## src/rtl/sdram_arbiter.sv

```systemverilog
// Slot-based scheduler sharing one sdram port among the ROM download, video and Z80 requesters.
// Each slot owner is picked in the phase-0 cycle; its access is held for the whole slot.
module sdram_arbiter #(
  parameter int unsigned SLOT_LEN   = 8,
  parameter int unsigned DATA_PHASE = 5,
  parameter int unsigned MAX_STARVE = 2,
  parameter int unsigned AW         = 23
) (
  input  logic          clk,
  input  logic          reset,
  output logic          sd_clkref,
  output logic [AW-1:0] sd_addr,
  output logic [7:0]    sd_din,
  output logic          sd_we,
  output logic          sd_oe,
  input  logic [7:0]    sd_dout,
  input  logic          dio_req,
  input  logic [AW-1:0] dio_addr,
  input  logic [7:0]    dio_din,
  output logic          dio_ack,
  input  logic          vid_req,
  input  logic [AW-1:0] vid_addr,
  output logic [7:0]    vid_dout,
  output logic          vid_ack,
  input  logic          cpu_req,
  input  logic          cpu_we,
  input  logic [AW-1:0] cpu_addr,
  input  logic [7:0]    cpu_din,
  output logic [7:0]    cpu_dout,
  output logic          cpu_ack,
  output logic [1:0]    grant
);

  localparam int unsigned PW = $clog2(SLOT_LEN);
  localparam int unsigned SW = $clog2(MAX_STARVE + 2);

  localparam logic [PW-1:0] PH_DATA    = PW'(DATA_PHASE);
  localparam logic [PW-1:0] PH_ACK_SET = PW'(SLOT_LEN - 3);
  localparam logic [PW-1:0] PH_HALF    = PW'(SLOT_LEN / 2);
  localparam logic [SW-1:0] STARVE_MAX = SW'(MAX_STARVE);

  typedef enum logic [1:0] {
    G_IDLE = 2'd0,
    G_DIO  = 2'd1,
    G_VID  = 2'd2,
    G_CPU  = 2'd3
  } grant_e;

  logic [PW-1:0] r_phase;
  logic [SW-1:0] r_starve;
  grant_e        r_grant;
  logic          r_clkref;
  logic [AW-1:0] r_addr;
  logic [7:0]    r_din;
  logic          r_we;
  logic          r_oe;
  logic [7:0]    r_vid_dout;
  logic [7:0]    r_cpu_dout;
  logic          r_dio_ack;
  logic          r_vid_ack;
  logic          r_cpu_ack;

  logic [PW-1:0] w_phase_nxt;
  grant_e        w_win;

  assign w_phase_nxt = r_phase + PW'(1);

  // A starved cpu outranks video, but never the download.
  always_comb begin
    w_win = G_IDLE;
    if (dio_req)
      w_win = G_DIO;
    else if (cpu_req && (r_starve >= STARVE_MAX))
      w_win = G_CPU;
    else if (vid_req)
      w_win = G_VID;
    else if (cpu_req)
      w_win = G_CPU;
  end

  // Slot outputs become visible the clk after the phase-0 sampling cycle and
  // stay put through the following phase 0, so every slot drives for SLOT_LEN clks.
  always_ff @(posedge clk) begin
    if (reset) begin
      r_phase    <= '0;
      r_starve   <= '0;
      r_grant    <= G_IDLE;
      r_clkref   <= 1'b0;
      r_addr     <= '0;
      r_din      <= '0;
      r_we       <= 1'b0;
      r_oe       <= 1'b0;
      r_vid_dout <= '0;
      r_cpu_dout <= '0;
      r_dio_ack  <= 1'b0;
      r_vid_ack  <= 1'b0;
      r_cpu_ack  <= 1'b0;
    end else begin
      r_phase   <= w_phase_nxt;
      r_clkref  <= (w_phase_nxt < PH_HALF);
      r_dio_ack <= 1'b0;
      r_vid_ack <= 1'b0;
      r_cpu_ack <= 1'b0;

      if (r_phase == '0) begin
        r_grant <= w_win;
        unique case (w_win)
          G_DIO: begin
            r_addr <= dio_addr;
            r_din  <= dio_din;
            r_we   <= 1'b1;
            r_oe   <= 1'b0;
          end
          G_VID: begin
            r_addr <= vid_addr;
            r_we   <= 1'b0;
            r_oe   <= 1'b1;
          end
          G_CPU: begin
            r_addr <= cpu_addr;
            r_din  <= cpu_din;
            r_we   <= cpu_we;
            r_oe   <= ~cpu_we;
          end
          default: begin
            r_we <= 1'b0;
            r_oe <= 1'b0;
          end
        endcase

        if (!cpu_req || (w_win == G_CPU))
          r_starve <= '0;
        else if ((w_win == G_VID) && (r_starve < STARVE_MAX))
          r_starve <= r_starve + SW'(1);
      end

      if (r_phase == PH_DATA) begin
        if (r_grant == G_VID)
          r_vid_dout <= sd_dout;
        if ((r_grant == G_CPU) && r_oe)
          r_cpu_dout <= sd_dout;
      end

      if (r_phase == PH_ACK_SET) begin
        r_dio_ack <= (r_grant == G_DIO);
        r_vid_ack <= (r_grant == G_VID);
        r_cpu_ack <= (r_grant == G_CPU);
      end
    end
  end

  assign sd_clkref = r_clkref;
  assign sd_addr   = r_addr;
  assign sd_din    = r_din;
  assign sd_we     = r_we;
  assign sd_oe     = r_oe;
  assign dio_ack   = r_dio_ack;
  assign vid_ack   = r_vid_ack;
  assign vid_dout  = r_vid_dout;
  assign cpu_ack   = r_cpu_ack;
  assign cpu_dout  = r_cpu_dout;
  assign grant     = r_grant;

endmodule

```

## config.mk

```make
export PLATFORM = sky130hd
export DESIGN_NAME = sdram_arbiter
export DESIGN_NICKNAME = d
export VERILOG_FILES = /design/src/rtl/sdram_arbiter.sv
export SDC_FILE = /design/constraint.sdc
export NUM_CORES = 1
export LEC_CHECK = 0
export CELL_PAD_IN_SITES_DETAIL_PLACEMENT = 0
export CELL_PAD_IN_SITES_GLOBAL_PLACEMENT = 1
export CORE_UTILIZATION = 30
export DETAILED_ROUTE_END_ITERATION = 10
export PLACE_DENSITY_LB_ADDON = 0.1
export RECOVER_POWER = 50
export SYNTH_ARGS = -nofsm -noshare
export SYNTH_HDL_FRONTEND = slang
export SYNTH_SLANG_ARGS = --single-unit
```

## constraint.sdc

```tcl
create_clock -name clk -period 5 [get_ports clk]
set_input_delay 1 -clock clk [delete_from_list [all_inputs] [get_ports clk]]
set_output_delay 1 -clock clk [all_outputs]
set_load 0.02 [all_outputs]
```

==> out/results.ini <==
[final_layout]
final_area_um2=4667
finalNonFillerCells=605
drive_gt1_share_pct=7.353
nNetsFinal=574
num-fill-cells=901
area_growth_pct=60.36
insertedDiodeCount=0

[setup_path]
crit_path_max_fanout=29
critPathSlowestCell=or3b_1
worstSetupEndpointType=register
startpoint_type=input pin
path_buf_inv=2
critPathMaxStageDelay_ps=970
path_delay_family=simple AND/OR/NAND/NOR gates
critical_path_class=input pin to register
worstPathRequired_ps=5230
cp_data_arrival_time_ps=3530
cp_cell_sequence=clkdlybuf4s50_1 -> buf_4 -> or3b_1 -> nand3_1 -> o221a_2

[synth]
syn-instance-count=344
synth_top_family_by_area=compound AO/OA/AOI/OAI gates
yosys.area_share.simple_pct=21.75
ys_types=34
ys.flop_type=dfxtp_1
async_flop_share_pct=0
yosys-top-cells-area=dfxtp_1 (41%), a21oi_1 (8.8%), a311oi_1 (7.2%), nand4b_1 (7.2%), a211oi_1 (6.2%)
syn_area_um2=2910
synth_edf_count=0
ys_ff_latch=60
syn_nets=447
yosys_warnings=0
synth_mux_area_share_pct=0
yosys.area_share.xor_xnor_pct=0.3009
synth_compound_area_share_pct=27.77
synth.top_cell.area_share_pct=41.27
ys_seq_area_share_pct=41.27
synthAdderAreaFrac_pct=1.720
synth_area_per_cell_um2=8.460
yosysTopAreaCell=dfxtp_1

[floorplan]
io_pins=154
row_count=35
initial_core_util_pct=31.20
core-area_um2=9328
die_h_um=100.5
die_w_um=100.5
dieArea_um2=10100

[worst_hold_path]
hp-class=register to register

[route]
firstDrtPassIters=4
avgRoutedWirePerCell_um=16.03
dr_total_vias=3142
viasPerCell=5.193
drc_errors=0
initialDrtViolationCount=174
ant_nets=0
drt-total-wl_mm=9.697

[cts]
h-tree-depth=3
cts.reportedPaths.clkPinSlew_ps=80
post_cts_buffers=0
clk-insertion-delay-late_ps=340
cts.repair.resized=0
ctsHoldBuffers=0
cts_buffers=9
cts_tree=done
clockBufferDepth=2
clock_tree.root_cell=clkbuf_8
cts.sink_count=60

[grt]
grt_pass1_vias=3047
grt_pass1_wl_mm=15.24
grt-ovfl-total=0
grt.total_usage_pct=19.09
antenna_found_initial=0
grt_max_degree=60

[status]
violations=capacitance limit, slew limit
status=finished with violations

[sta]
final_hold_viol_count=0
min_period_over_period_pct=66.04
max_freq_mhz=302.9
rsz0062_at_grt=false
setup_violations=0
tightest_slew_ps=2638
finalMaxSlewViolations=60
max_slew_margin_pct=-75.86
whs_ps=454.3
tns_ps=0
period_needed_ps=3302
worst_clock_skew_ps=9.541

[placed_design]
gp_congestion=0.7431
dpl_cell_area_um2=4469
dp_cells=589
hpwl_mm=6.460
port-buffer-count=153

[pwr]
ir_worst_vdd_mv=0.1231
cellPowerDensity_nw_per_um2=284.8
leakagePower_nw=1.651

[flow_run]
maxCapViolCount=1

-- sequential cells by signal, indices dropped and copies added (netlist names) --
| name | cells |
|---|---|
| sd_addr | 23 |
| cpu_dout | 8 |
| sd_din | 8 |
| vid_dout | 8 |
| r_phase | 3 |
| grant | 2 |
| r_starve | 2 |
| cpu_ack | 1 |
| dio_ack | 1 |
| sd_clkref | 1 |
| sd_oe | 1 |
| sd_we | 1 |
| vid_ack | 1 |
-- metal layers --
layer,up-vias,wire length (µm),global-route usage (%)
met1,1455,4408,24.79
li1,1556,-,-
met4,0,149,6.355
met3,11,606,4.854
met2,120,4533,30.87
met5,-,0,0
-- where the power goes --
group / switching, mW / internal, mW / leakage [nW]
logic: 0.169 / 0.180 / 1.07
registers: 0.0237 / 0.517 / 0.492
clock network: 0.209 / 0.231 / 0.0918
-- cell type report --
class	count	area, µm²	share of cell area, %
clock inverter	7	75.07	1.609
clock buffer	9	123.9	2.654
sequential	60	1201	25.74
multi-input combinational	232	1514	32.44
inverter	11	41.29	0.8847
tap	129	161.4	3.458
timing repair buffer	157	1550	33.22
-- placed cells by master (no fill, tap or decap), types with 3 or more instances in the layout --
cell type,n
nand2_1,20
nand2b_1,3
dlygate4sd3_1,33
a21oi_1,51
buf_4,4
nand4b_1,24
o21ai_0,10
clkbuf_8,9
o221a_2,8
nor2_1,7
nor3_1,3
inv_1,11
nand3_1,33
clkinvlp_4,3
a211oi_1,24
dfxtp_1,60
ha_1,4
clkdlybuf4s50_1,118
a311oi_1,24
-- worst paths after layout --
check	from	end	slack (ps)	cells past startpoint
max	vid_req	sd_din[4]$_SDFFE_PP0P_	1700	5
min	vid_dout[3]$_SDFFE_PP0P_	vid_dout[3]$_SDFFE_PP0P_	450	2
min reg2reg	vid_dout[3]$_SDFFE_PP0P_	vid_dout[3]$_SDFFE_PP0P_	450	2
max reg2reg	r_starve[1]$_SDFFE_PP0P_	sd_din[4]$_SDFFE_PP0P_	2420	4
-- worst register-to-register path, cell delays in order (launching register included) --
cell and delay [ps]:
dfxtp_1 410, ha_1 240, or3b_1 900, nand3_1 530
o221a_2 400
-- stage by stage --
| stage | setup slack [ps] | utilization (%) | total power [mW] |
|---|---|---|---|
| 2_1_floorplan | 2682 | - | 0.7236 |
| 3_3_place_gp | 1393 | 47.91 | 0.9062 |
| 3_5_place_dp | 1382 | 47.91 | 0.9070 |
| 4_1_cts | 1746 | 50.05 | 1.350 |
| 5_1_grt | 1574 | 50.03 | 1.390 |
| 6_report | 1698 | 50.03 | 1.329 |
-- logic make-up (layout without fill, tap and decap cells) --
| logic type | Yosys count | in the layout |
|---|---|---|
| AO/OA/AOI/OAI | 120 | 120 |
| AND/OR/NAND/NOR | 107 | 107 |
| flip-flops | 60 | 60 |
| buffers and inverters | 52 | 184 |
| adder cells (fa/ha/maj) | 4 | 4 |
| XOR/XNOR | 1 | 1 |
-- cells in the mapped netlist (2+ instances only) --
library cell	n
clkbuf_1	35
nor2b_1	4
nand2_1	20
o21ai_0	10
o221a_2	8
a311oi_1	24
buf_1	2
nor2_1	7
inv_1	11
a21oi_1	51
nand3_1	33
a211oi_1	24
nand2b_1	3
ha_1	4
nor3_1	4
dfxtp_1	60
buf_2	2
and2_1	2
nand4b_1	24
or4_1	2
No activity file was read; power rests on OpenSTA's default activity.
